<file path="src/rtl/muldiv_unit.sv">
// Iterative HI/LO multiply/divide unit: shift-add MULT/MULTU, restoring DIV/DIVU, MTHI/MTLO.
// Optional macro FAST_MULT_EN: MULT/MULTU use a single-cycle combinational multiplier.
module muldiv_unit #(
  parameter int WIDTH = 32,
  parameter int CNT_W = 6
) (
  input  logic             clk,
  input  logic             reset,
  input  logic             start,
  input  logic [1:0]       op,
  input  logic [WIDTH-1:0] a,
  input  logic [WIDTH-1:0] b,
  input  logic             hi_we,
  input  logic             lo_we,
  input  logic [WIDTH-1:0] wd,
  output logic             busy,
  output logic             done,
  output logic             div_by_zero,
  output logic [WIDTH-1:0] hi,
  output logic [WIDTH-1:0] lo
);

  typedef enum logic {IDLE, RUN} state_t;

  typedef struct packed {
    logic is_div;
    logic dz;
    logic sgn_q;  // negate product / quotient
    logic sgn_r;  // negate remainder
  } req_t;

  localparam logic [CNT_W-1:0] LAST = CNT_W'(WIDTH - 1);

  state_t             state, state_nxt;
  req_t               req;
  logic [WIDTH-1:0]   opnd;   // multiplicand (mult) or divisor (div)
  logic [2*WIDTH-1:0] acc;    // {partial product | remainder, multiplier | quotient}
  logic [CNT_W-1:0]   cnt;

  logic               sa, sb;
  logic [WIDTH-1:0]   mag_a, mag_b;
  logic               last_step, finish;

  logic [WIDTH:0]     msum, dsh, ddiff;
  logic               dge;
  logic [2*WIDTH-1:0] mul_nxt, div_nxt, acc_nxt, mul_raw, prod_fin;
  logic [WIDTH-1:0]   q_fin, r_fin;

  always_comb begin
    sa    = ~op[0] & a[WIDTH-1];
    sb    = ~op[0] & b[WIDTH-1];
    mag_a = sa ? -a : a;
    mag_b = sb ? -b : b;
  end

  // One iteration step of each algorithm; only the one matching req.is_div is kept.
  always_comb begin
    msum    = {1'b0, acc[2*WIDTH-1:WIDTH]} + {1'b0, (acc[0] ? opnd : '0)};
    mul_nxt = {msum, acc[WIDTH-1:1]};
    dsh     = {acc[2*WIDTH-1:WIDTH], acc[WIDTH-1]};
    ddiff   = dsh - {1'b0, opnd};
    dge     = ~ddiff[WIDTH];
    div_nxt = {(dge ? ddiff[WIDTH-1:0] : dsh[WIDTH-1:0]), acc[WIDTH-2:0], dge};
    acc_nxt = req.is_div ? div_nxt : mul_nxt;
  end

`ifdef FAST_MULT_EN
  assign mul_raw   = {{WIDTH{1'b0}}, opnd} * {{WIDTH{1'b0}}, acc[WIDTH-1:0]};
  assign last_step = req.dz | ~req.is_div | (cnt == LAST);
`else
  assign mul_raw   = mul_nxt;
  assign last_step = req.dz | (cnt == LAST);
`endif

  always_comb begin
    prod_fin = req.sgn_q ? -mul_raw : mul_raw;
    q_fin    = req.sgn_q ? -acc_nxt[WIDTH-1:0] : acc_nxt[WIDTH-1:0];
    r_fin    = req.sgn_r ? -acc_nxt[2*WIDTH-1:WIDTH] : acc_nxt[2*WIDTH-1:WIDTH];
  end

  assign finish = (state == RUN) & last_step;
  assign busy   = (state == RUN);

  always_ff @(posedge clk or negedge reset) begin
    if (!reset) state <= IDLE;
    else        state <= state_nxt;
  end

  always_comb begin
    state_nxt = state;
    case (state)
      IDLE:    if (start)  state_nxt = RUN;
      RUN:     if (finish) state_nxt = IDLE;
      default: state_nxt = IDLE;
    endcase
  end

  always_ff @(posedge clk or negedge reset) begin
    if (!reset) begin
      req         <= '0;
      opnd        <= '0;
      acc         <= '0;
      cnt         <= '0;
      done        <= 1'b0;
      div_by_zero <= 1'b0;
      hi          <= '0;
      lo          <= '0;
    end else begin
      done        <= 1'b0;
      div_by_zero <= 1'b0;
      if (state == IDLE) begin
        if (start) begin
          req.is_div <= op[1];
          req.dz     <= op[1] & (b == '0);
          req.sgn_q  <= sa ^ sb;
          req.sgn_r  <= sa;
          opnd       <= op[1] ? mag_b : mag_a;
          acc        <= {{WIDTH{1'b0}}, (op[1] ? mag_a : mag_b)};
          cnt        <= '0;
        end else begin
          // start takes priority over a same-cycle MTHI/MTLO
          if (hi_we) hi <= wd;
          if (lo_we) lo <= wd;
        end
      end else begin
        acc <= acc_nxt;
        cnt <= cnt + CNT_W'(1);
        if (finish) begin
          done        <= 1'b1;
          div_by_zero <= req.dz;
          if (!req.dz) begin
            if (req.is_div) {hi, lo} <= {r_fin, q_fin};
            else            {hi, lo} <= prod_fin;
          end
        end
      end
    end
  end

endmodule

</file>
<file path="config.mk">
export PLATFORM = sky130hd
export DESIGN_NAME = muldiv_unit
export DESIGN_NICKNAME = d
export VERILOG_FILES = /design/src/rtl/muldiv_unit.sv
export SDC_FILE = /design/constraint.sdc
export NUM_CORES = 1
export LEC_CHECK = 0
export ABC_AREA = 1
export CORE_UTILIZATION = 35
export DETAILED_ROUTE_END_ITERATION = 10
export GPL_TIMING_DRIVEN = 0
export PLACE_DENSITY_LB_ADDON = 0.2
export SLEW_MARGIN = 25
export SYNTH_ARGS = -nofsm -noshare
export SYNTH_HDL_FRONTEND = slang
export SYNTH_SLANG_ARGS = --single-unit
</file>
<file path="constraint.sdc">
create_clock -name clk -period 5.5 [get_ports clk]
set_input_delay 1.1 -clock clk [delete_from_list [all_inputs] [get_ports clk]]
set_output_delay 1.1 -clock clk [all_outputs]
set_load 0.005 [all_outputs]
</file>
Yosys cells after proc, flatten, opt, wreduce, memory -nomap -nowiden:

Index checks and enable logic that the tools add are counted.

* reduce and logical (&&, ||, !) cells: 7
* mux-type cells: 33
* equal/unequal tests: 4
* $add $sub $neg: 8
* bitwise logic cells: 9

Operator list (count)
* 32-bit 2-to-1 mux: 20
* 64-bit 2-to-1 mux: 4
* 32-bit negation: 4
* 64-bit negation: 1
* 32-bit by 32-bit adder with 33-bit output: 1
* 33-bit by 32-bit subtractor with 33-bit output: 1
* 32-bit logical NOT: 1
* 6-bit 2-to-1 mux: 2
* 4-bit AND reduction: 2
* 6-bit by 1-bit adder with 6-bit output, second input constant: 1
* 6-bit by 5-bit == test with 1-bit output, second input constant: 1
* 1-bit 2-to-1 mux: 6
* 2-bit nonzero test: 3
* 1-bit bitwise AND: 4
* 2-bit by 1-bit inequality test with 1-bit output, second input constant: 2
* 1-bit inverter: 3
* 2-bit inequality test, second input constant: 1
* 1-bit case mux with 2 select lines: 1
* 2-bit AND reduction: 1
* 1-bit bitwise OR: 1
* 1-bit bitwise XOR: 1

* register bits after elaboration: 173
* logic and storage cells: 73
* bits of input ports: 103
* output and inout port bits: 67

Logic depth before layout (Yosys ltp):

Gate-level depths: netlist (run 1).

* word-level depth: 9
* mapped depth: 34
* mapped depth without buffers: 33

Least setup slack after synthesis (run 1):

No wires, ideal clock.

* path type: register to register
* start point: reg acc[31]
* end point: reg lo[28]
* stages on the path, launching flop included: 35
* library setup time: 0.134 ns
* slack: 1.568 ns
* path buffers: 1
* data required time: 5.366 ns
* arrival: 3.797 ns
* path through: dfrtp_1 > inv_1 > ha_1 > inv_1 > fa_1 > nand2_1 > nand2_1 > nand3b_1 > nand2_2 > nand2_1 > nand2_2 > nand2_4 > nand2_4 > nand2_4 > nand2_4 > buf_12 > nand2_2 > nand2_2 > inv_1 > ha_1 > inv_1 > nor2_1 > inv_1 > nor2_1 > nand4_1 > inv_1 > nand2_1 > nor3_1 > nand4_1 > nand2_1 > nand2_1 > nand3_1 > o211ai_1 > a21oi_1 > o21ai_0

* longest elaborated chain between the ends: 9

Ends and longest elaborated chain
* start: declaration: RTL line 37 `logic [2*WIDTH-1:0] acc;`
* start signal: assignment: RTL line 118 `acc <= {{WIDTH{1'b0}}, (op[1] ? mag_a : mag_b)};`
* start signal: assignment: RTL line 126 `acc <= acc_nxt;`
* 33-bit by 32-bit subtractor with 33-bit output: RTL line 61 `ddiff = dsh - {1'b0, opnd};`
* 1-bit inverter: RTL line 62 `dge = ~ddiff[WIDTH];`
* 64-bit 2-to-1 mux: RTL line 64 `acc_nxt = req.is_div ? div_nxt : mul_nxt;`
* 32-bit negation: RTL line 77 `q_fin = req.sgn_q ? -acc_nxt[WIDTH-1:0] : acc_nxt[WIDTH-1:0];`
* 32-bit 2-to-1 mux: RTL line 77
* 32-bit 2-to-1 mux: RTL line 132 `if (req.is_div) {hi, lo} <= {r_fin, q_fin};`
* 32-bit 2-to-1 mux: RTL line 131 `if (!req.dz) begin`
* 32-bit 2-to-1 mux: RTL line 128 `if (finish) begin`
* 32-bit 2-to-1 mux: RTL line 111 `if (state == IDLE) begin`
* end signal: assignment: RTL line 123 `if (lo_we) lo <= wd;`
* end signal: assignment: RTL line 132
* end signal: assignment: RTL line 133 `else {hi, lo} <= prod_fin;`
* end: declaration: RTL line 20 `output logic [WIDTH-1:0] lo`

No other way between the ends. The select of a mux whose other input is x is not followed.
A chain may end at the register's enable or synchronous reset.

Worst setup path after layout (run 1):

Same ends and word-level chain as after synthesis.

==> results.sh, run 1 <==
export IMPL_die_w_um=233.8
export IMPL_r2r_end="lo[28]"
export IMPL_synth_seq_area_share_pct=23.01
export IMPL_pre_cts_ws_ns=0.5202
export IMPL_setup_viol=0
export IMPL_crit_required_ns=5.90
export IMPL_crit_path_end_kind="flip-flop"
export IMPL_numPlacedInstances=3984
export IMPL_drive_gt1_share_pct=4.868
export IMPL_async_reset_ff_share_pct=100.0
export IMPL_die_h_um=233.8
export IMPL_crit_cells=33
export IMPL_timing_setup_tns_ns=0
export IMPL_yosysMostFrequentCell="nand2_1"
export IMPL_cpMaxStageDelayCell="dfrtp_1"
export IMPL_vias=21910
export IMPL_worstRegToRegCells=33
export IMPL_syn_inst=3126
export IMPL_ys_flop_type="dfrtp_1"
export IMPL_min_period_ns=4.974
export IMPL_synth_area_top_cells="dfrtp_1 (23%), nand2_1 (18%), inv_1 (9.2%), nor2_1 (6.2%), nand3_1 (5.5%)"
export IMPL_routed_wl_um=86910
export IMPL_crit_start="acc[31]"
export IMPL_p_sw_w=0.0008132
export IMPL_fp_row_count=84
export IMPL_port_buffers=169
export IMPL_cp_num_buf_inv=7
export IMPL_utilization_pct=41.62
export IMPL_synth_avg_cell_area_sq_um=6.018
export IMPL_crit_type="flip-flop to flip-flop"
export IMPL_clock_path_buffers=2
export IMPL_maxSlewViolCount=0
export IMPL_critPathLaunchType="flip-flop"
export IMPL_initial_core_util_pct=35.58
export IMPL_dpl_hpwl_um=72410
export IMPL_yosysWarnings=0
export IMPL_drt_iter0_markers=2362
export IMPL_antenna_cells=0
export IMPL_synth_top_area_share_pct=23.01
export IMPL_ctsResizeCount=0
export IMPL_synth_cell_type_count=58
export IMPL_io_pins=170
export IMPL_cts_root_buf="clkbuf_16"
export IMPL_finClkSkew_ns=0.01758
export IMPL_drcViolationCount=0
export IMPL_p_clk_share_pct=45.6
export IMPL_whs_ns=0.4698
export IMPL_crit_fanout=10
export IMPL_ir_drop_v=0.0001841
export IMPL_drv_cap=0
export IMPL_track_usage_pct=31.74
export IMPL_cts_made_buffers=17
export IMPL_finalWorstSetupSlack_ns=0.5258
export IMPL_cp_endpoint="lo[28]"
export IMPL_relSlewSlack_pct=28.35
export IMPL_crit_family="simple AND/OR/NAND/NOR gates"
export IMPL_max_stage_delay_ns=0.48
export IMPL_fin_cells=4016
export IMPL_rsz0062_at_grt="false"
export IMPL_syn_num_nets=3301
export IMPL_hold_buffers=0
export IMPL_cellLeakagePower_nw=11.21
export IMPL_gp_congestion=1.007
export IMPL_area_growth_pct=16.96
export IMPL_htree_levels=4
export IMPL_power_density_mw_per_mm2=127.7
export IMPL_core_sq_mm=0.05287
export IMPL_arrival_ns=5.38
export IMPL_intPower_w=0.001998
export IMPL_synth_largest_area_cell="dfrtp_1"
export IMPL_hold_viol=0
export IMPL_combPwrFrac_pct=9.2
export IMPL_tightest_slew_ns=1.075
export IMPL_ant_nets=0
export IMPL_synth_edff_count=0
export IMPL_vias_per_cell=5.456
export IMPL_grt_antenna_before_repair=1
export IMPL_grt_max_degree=89
export IMPL_first_global_vias=20730
export IMPL_clock_fmax_mhz=201.0
export IMPL_cts_tree="yes"
export IMPL_post_cts_buffers=0
export IMPL_status="completed"
export IMPL_die_area_sq_mm=0.05468
export IMPL_ys_ff_latch=173
export IMPL_clock_latency_ns=0.49
export IMPL_r2r_start="acc[31]"
export IMPL_hold_class="flip-flop to flip-flop"
export IMPL_ys_top_cells_by_count="nand2_1 (906), inv_1 (459), nor2_1 (312), nand3_1 (208), o21ai_0 (183)"
export IMPL_grt_first_pass_wirelength_um=126900
export IMPL_fin_nets=3490
export IMPL_avgRoutedWirePerCell_um=21.64
export IMPL_period_share_pct=90.44
export IMPL_r2r_slack_ns=0.53
export IMPL_drt_first_pass_iters=6
export IMPL_seq_power_share_pct=45.2
export IMPL_clk_pin_slew_worst_paths_ns=0.07
export IMPL_overflow=0
export IMPL_clock_sinks=173
export IMPL_syn_area_sq_mm=0.01881
export IMPL_p_sw_share_pct=28.93
[worst min-delay path by stage]
stage / start / to / slack, ns / cells past startpoint
final: cnt[4] / cnt[4] / 0.47 / 1
after global routing: cnt[4] / cnt[4] / 0.49 / 1
after global placement: cnt[4] / cnt[4] / 0.46 / 1
after floorplan: cnt[4] / cnt[4] / 0.44 / 1
after CTS: cnt[4] / cnt[4] / 0.47 / 1
after detailed placement: cnt[4] / cnt[4] / 0.46 / 1
[layer usage]
layer  wire length, um  vias to the layer above  global-route usage [%]
met5                13                        -                       0
met4              3950                        2                   14.22
met3              7296                      201                   4.925
met2             39240                     1002                   50.58
met1             36410                    10200                   42.19
li1                  -                    10510                       -
[cell usage in the layout, fill, tap and decap left out, drive strengths merged, types with 36 or more instances in the layout]
master           n
a21oi          173
buf             36
clkbuf          96
clkdlybuf4s50  168
dfrtp          173
ha              70
inv            475
nand2          946
nand3          226
nor2           330
nor3            47
o21ai          208
xor2            70
[sequential cells by signal, summed over array words and instances, names as in the netlist]
name and count:
cnt 6, lo 32, acc 64, req 4, done 1, hi 32
busy 1, div_by_zero 1, opnd 32
[power groups by stage]
stage / logic (W) / clock network [W] / registers, W
finish: 0.000257 / 0.00128 / 0.00127
global route: 0.000275 / 0.00133 / 0.00127
CTS: 0.000256 / 0.00128 / 0.00127
detailed placement: 0.000255 / 0 / 0.00130
global placement: 0.000253 / 0 / 0.00130
floorplan: 0.0000863 / 0 / 0.00130
[through the flow]
stage / instance area [sq um] / power [W]
after detailed placement: 21400 / 0.001551
after CTS: 22000 / 0.002810
after global placement: 21360 / 0.001550
final: 22000 / 0.002811
after floorplan: 18810 / 0.001383
after global routing: 22000 / 0.002879
[logic make-up after synthesis]
| kind of cell | after synthesis | share of synthesized area [%] |
|---|---|---|
| flops | 173 | 23.01 |
| fa+ha+maj | 72 | 4.869 |
| xor+xnor | 105 | 4.929 |
| buf+inv | 582 | 12.03 |
| simple gates | 1628 | 37.21 |
| compound gates | 566 | 17.94 |
[final cells by class]
class	count	area (sq um)
clock buffer	18	439.2
sequential	173	4329
fill	5828	30860
clock inverter	14	161.4
timing repair buffer	170	1724
multi-input combinational	2371	12220
inverter	470	1764
tap	688	860.8
buffer	112	499.2
Note: power is estimated with default switching activity, not from simulation.
==> run 2: changes to the inputs <==
==> constraint.sdc (replaced) <==
create_clock -name clk -period 6.4 [get_ports clk]
set_input_delay 1.28 -clock clk [delete_from_list [all_inputs] [get_ports clk]]
set_output_delay 1.28 -clock clk [all_outputs]
set_load 0.005 [all_outputs]
==> results.sh, run 2 (synthesized netlist as in run 1, its figures left out) <==
export IMPL_hold_buffers=0
export IMPL_hold_viol=0
export IMPL_max_stage_delay_ns=0.48
export IMPL_port_buffers=169
export IMPL_initial_core_util_pct=35.58
export IMPL_hold_class="flip-flop to flip-flop"
export IMPL_post_cts_buffers=0
export IMPL_mostFrequentLayoutCells="nand2_1 (906), inv_1 (459), nor2_1 (312)"
export IMPL_crit_required_ns=6.79
export IMPL_cellLeakagePower_nw=11.21
export IMPL_grt_max_degree=89
export IMPL_vias=21950
export IMPL_routed_wl_um=87110
export IMPL_combPwrFrac_pct=9.2
export IMPL_status="completed"
export IMPL_antenna_cells=0
export IMPL_vias_per_cell=5.465
export IMPL_area_growth_pct=16.93
export IMPL_final_area_sq_mm=0.02200
export IMPL_relSlewSlack_pct=25.69
export IMPL_gp_congestion=1.007
export IMPL_crit_fanout=10
export IMPL_ir_drop_v=0.0001591
export IMPL_final_common_cell="nand2_1"
export IMPL_place_area_sq_mm=0.02140
export IMPL_crit_type="flip-flop to flip-flop"
export IMPL_clock_sinks=173
export IMPL_clock_fmax_mhz=195.2
export IMPL_fin_nets=3490
export IMPL_cp_num_buf_inv=7
export IMPL_seq_power_share_pct=45.2
export IMPL_cts_tree="yes"
export IMPL_drv_cap=0
export IMPL_clk_pin_slew_worst_paths_ns=0.08
export IMPL_critPathLaunchType="flip-flop"
export IMPL_grt_first_pass_wirelength_um=126900
export IMPL_drt_iter0_markers=2381
export IMPL_p_sw_w=0.0006998
export IMPL_ctsResizeCount=0
export IMPL_tightest_slew_ns=1.115
export IMPL_p_sw_share_pct=28.95
export IMPL_largest_reg_flops=64
export IMPL_fp_row_count=84
export IMPL_cts_made_buffers=17
export IMPL_finClkSkew_ns=0.01859
export IMPL_crit_family="simple AND/OR/NAND/NOR gates"
export IMPL_crit_path_end_kind="flip-flop"
export IMPL_die_area_sq_mm=0.05468
export IMPL_dpl_hpwl_um=72410
export IMPL_clock_path_buffers=2
export IMPL_top_register="acc"
export IMPL_arrival_ns=5.52
export IMPL_overflow=0
export IMPL_ant_nets=0
export IMPL_core_sq_mm=0.05287
export IMPL_io_pins=170
export IMPL_p_clk_share_pct=45.6
export IMPL_clock_latency_ns=0.48
export IMPL_drt_first_pass_iters=8
export IMPL_whs_ns=0.4679
export IMPL_die_w_um=233.8
export IMPL_first_global_vias=20730
export IMPL_cts_root_buf="clkbuf_16"
export IMPL_power_density_mw_per_mm2=109.9
export IMPL_period_share_pct=80.05
export IMPL_setup_viol=0
export IMPL_finalWorstSetupSlack_ns=1.276
export IMPL_min_period_ns=5.124
export IMPL_htree_levels=4
export IMPL_drcViolationCount=0
export IMPL_maxSlewViolCount=0
export IMPL_cpMaxStageDelayCell="dfrtp_1"
export IMPL_avgRoutedWirePerCell_um=21.69
export IMPL_grt_antenna_before_repair=1
export IMPL_pre_cts_ws_ns=1.420
export IMPL_rsz0062_at_grt="false"
export IMPL_track_usage_pct=31.74
export IMPL_drive_gt1_share_pct=4.838
export IMPL_intPower_w=0.001717
export IMPL_die_h_um=233.8
-- run 2: cell type report --
cell class / instances / area [sq um]
buffer: 112 / 499.2
clock buffer: 18 / 439.2
clock inverter: 14 / 161.4
fill: 5829 / 30870
inverter: 470 / 1764
multi-input combinational: 2371 / 12220
sequential: 173 / 4329
tap: 688 / 860.8
timing repair buffer: 170 / 1724
-- run 2: worst paths after layout --
check,from,endpoint,slack [ns],cells after the start
setup / recovery,acc[31],lo[28],1.28,33
max in group asynchronous,reset,acc[48],4.70,2
min in group asynchronous,reset,cnt[0],0.79,1
hold / removal,cnt[4],cnt[4],0.47,1
hold reg to reg,cnt[4],cnt[4],0.47,1
setup reg to reg,acc[31],lo[28],1.28,33
-- run 2: per-layer routing --
layer  global-route usage [%]  wire length [um]
met5                        0                13
met2                    50.58             39430
met3                    4.925              6784
met4                    14.22              3848
met1                    42.19             37030
-- run 2: through the flow --
stage	TNS (ns)	total power, W	cells	utilization (%)
after floorplan	0	0.001188	3126	-
after global placement	-613.04	0.001332	3983	40.41
after detailed placement	0	0.001333	3984	40.47
after CTS	0	0.002415	4016	41.61
after global routing	0	0.002474	4016	41.61
final	0	0.002417	4016	41.61
-- run 2: power by group through the flow --
stage               logic [W]  clock network, W  registers, W
global placement     0.000217                 0       0.00111
finish               0.000222           0.00110       0.00109
CTS                  0.000220           0.00110       0.00109
global route         0.000236           0.00115       0.00109
floorplan           0.0000741                 0       0.00111
detailed placement   0.000219                 0       0.00111
-- run 2: worst register-to-register path: cells and delay by family, from the launching register on --
kind            cells  cell delay (ns)
flops               1             0.48
fa+ha+maj           3             0.79
compound gates      3             0.56
buf+inv             7             0.76
simple gates       20             2.45
==> run 3: changes to the inputs <==
==> constraint.sdc (replaced) <==
create_clock -name clk -period 5.2 [get_ports clk]
set_input_delay 1.04 -clock clk [delete_from_list [all_inputs] [get_ports clk]]
set_output_delay 1.04 -clock clk [all_outputs]
set_load 0.005 [all_outputs]
==> results.sh, run 3 (synthesized netlist as in run 1, its figures left out) <==
export IMPL_p_total_w=0.002968
export IMPL_routed_wl_um=86970
export IMPL_drv_cap=0
export IMPL_cts_tree="yes"
export IMPL_clock_path_buffers=2
export IMPL_cellLeakagePower_nw=11.21
export IMPL_overflow=0
export IMPL_period_share_pct=93.63
export IMPL_io_pins=170
export IMPL_grt_max_degree=89
export IMPL_p_sw_w=0.0008551
export IMPL_rsz0062_at_grt="false"
export IMPL_ir_drop_v=0.0001929
export IMPL_crit_fanout=10
export IMPL_whs_ns=0.4698
export IMPL_die_h_um=233.8
export IMPL_p_clk_share_pct=45.5
export IMPL_port_buffers=169
export IMPL_hold_viol=0
export IMPL_fin_cells=4016
export IMPL_max_stage_delay_ns=0.56
export IMPL_arrival_ns=5.22
export IMPL_nFillCells=5827
export IMPL_area_growth_pct=17.05
export IMPL_first_global_vias=20730
export IMPL_grt_antenna_before_repair=1
export IMPL_status="completed"
export IMPL_min_from="cnt[4]"
export IMPL_vias_per_cell=5.459
export IMPL_maxSlewViolCount=0
export IMPL_mostFrequentLayoutCells="nand2_1 (906), inv_1 (459), nor2_1 (311)"
export IMPL_crit_top_cell="nand2_1"
export IMPL_avgRoutedWirePerCell_um=21.66
export IMPL_antenna_cells=0
export IMPL_finClkSkew_ns=0.01780
export IMPL_htree_levels=4
export IMPL_hold_buffers=0
export IMPL_power_density_mw_per_mm2=134.8
export IMPL_min_period_ns=4.869
export IMPL_clock_sinks=173
export IMPL_seq_power_share_pct=45.3
export IMPL_final_common_cell="nand2_1"
export IMPL_drive_gt1_share_pct=4.958
export IMPL_clock_fmax_mhz=205.4
export IMPL_cp_endpoint="hi[19]"
export IMPL_track_usage_pct=31.74
export IMPL_pre_cts_ws_ns=0.2202
export IMPL_cts_root_buf="clkbuf_16"
export IMPL_clk_pin_slew_worst_paths_ns=0.08
export IMPL_top_register="acc"
export IMPL_worstRegToRegCells=25
export IMPL_p_sw_share_pct=28.81
export IMPL_vias=21920
export IMPL_gp_congestion=1.007
export IMPL_relSlewSlack_pct=24.39
export IMPL_crit_start="acc[0]"
export IMPL_largest_reg_flops=64
export IMPL_post_cts_buffers=0
export IMPL_ant_nets=0
export IMPL_grt_first_pass_wirelength_um=126900
export IMPL_utilization_pct=41.65
export IMPL_fp_row_count=84
export IMPL_finalWorstSetupSlack_ns=0.3314
export IMPL_numPlacedInstances=3984
export IMPL_initial_core_util_pct=35.58
export IMPL_r2r_end="hi[19]"
export IMPL_crit_path_end_kind="flip-flop"
export IMPL_drt_first_pass_iters=6
export IMPL_die_area_sq_mm=0.05468
export IMPL_fin_nets=3490
export IMPL_die_w_um=233.8
export IMPL_r2r_slack_ns=0.33
export IMPL_hold_depth=1
export IMPL_cpMaxStageDelayCell="clkbuf_1"
export IMPL_hold_class="flip-flop to flip-flop"
export IMPL_cts_made_buffers=17
export IMPL_r2r_start="acc[0]"
export IMPL_drcViolationCount=0
export IMPL_intPower_w=0.002113
export IMPL_critPathLaunchType="flip-flop"
export IMPL_crit_required_ns=5.55
export IMPL_setup_viol=0
export IMPL_drt_iter0_markers=2303
export IMPL_core_sq_mm=0.05287
export IMPL_crit_type="flip-flop to flip-flop"
export IMPL_dpl_hpwl_um=72410
export IMPL_clock_latency_ns=0.49
export IMPL_tightest_slew_ns=1.134
export IMPL_combPwrFrac_pct=9.2
## run 3: cell counts in the layout (fill, tap and decap cells not counted)
Identical to the previous run, type by type.
## run 3: worst min path at each step
| stage | end | slack, ns |
|---|---|---|
| global route | cnt[4] | 0.49 |
| CTS | cnt[4] | 0.47 |
| finish | cnt[4] | 0.47 |
| floorplan | cnt[4] | 0.44 |
| detailed placement | cnt[4] | 0.46 |
| global placement | cnt[4] | 0.46 |
## run 3: metal layers
layer	global-route usage (%)	up-vias	part of all wire [%]	routed length, um
met4	14.22	2	4.6	4020
met3	4.925	206	8.2	7117
met5	0	-	0.015	13
met2	50.58	1036	45	39170
met1	42.19	10170	42	36650
li1	-	10510	-	-
## run 3: power by group through the flow
| stage | Clock [W] | Combinational [W] | Sequential, W |
|---|---|---|---|
| floorplan | 0 | 0.0000912 | 0.00137 |
| global placement | 0 | 0.000268 | 0.00137 |
| detailed placement | 0 | 0.000270 | 0.00137 |
| CTS | 0.00136 | 0.000270 | 0.00134 |
| global route | 0.00141 | 0.000291 | 0.00134 |
| finish | 0.00135 | 0.000272 | 0.00134 |
## run 3: area by class of cell
type | instances | area [sq um] | share of cell area, %
Buffer | 112 | 499.2 | 2.267
Clock buffer | 18 | 439.2 | 1.994
Clock inverter | 14 | 161.4 | 0.7330
Inverter | 470 | 1764 | 8.012
Multi-Input combinational cell | 2371 | 12240 | 55.59
Sequential cell | 173 | 4330 | 19.67
Tap cell | 688 | 860.8 | 3.909
Timing Repair Buffer | 170 | 1724 | 7.830
## run 3: timing repair
action	CTS	global route
endpoints found under the setup margin	0	6
resized for setup	0	7
endpoints found under the hold margin	0	0
## run 3: critical path, delay by kind of cell (launching register included)
family / cells / cell delay (ns)
xor gates and xnor gates: 1 / 0.48
buffers and inverters: 4 / 1.23
DFF: 1 / 0.32
and+or+nand+nor: 16 / 1.82
AOI/OAI and AO/OA: 3 / 0.59
adders and majority gates: 1 / 0.26
## run 3: metrics by stage
stage	cell area [sq um]	TNS, ns
after global placement	21360	-779.12
after global routing	22020	0
final	22020	0
after CTS	22000	0
after detailed placement	21400	0
after floorplan	18810	0
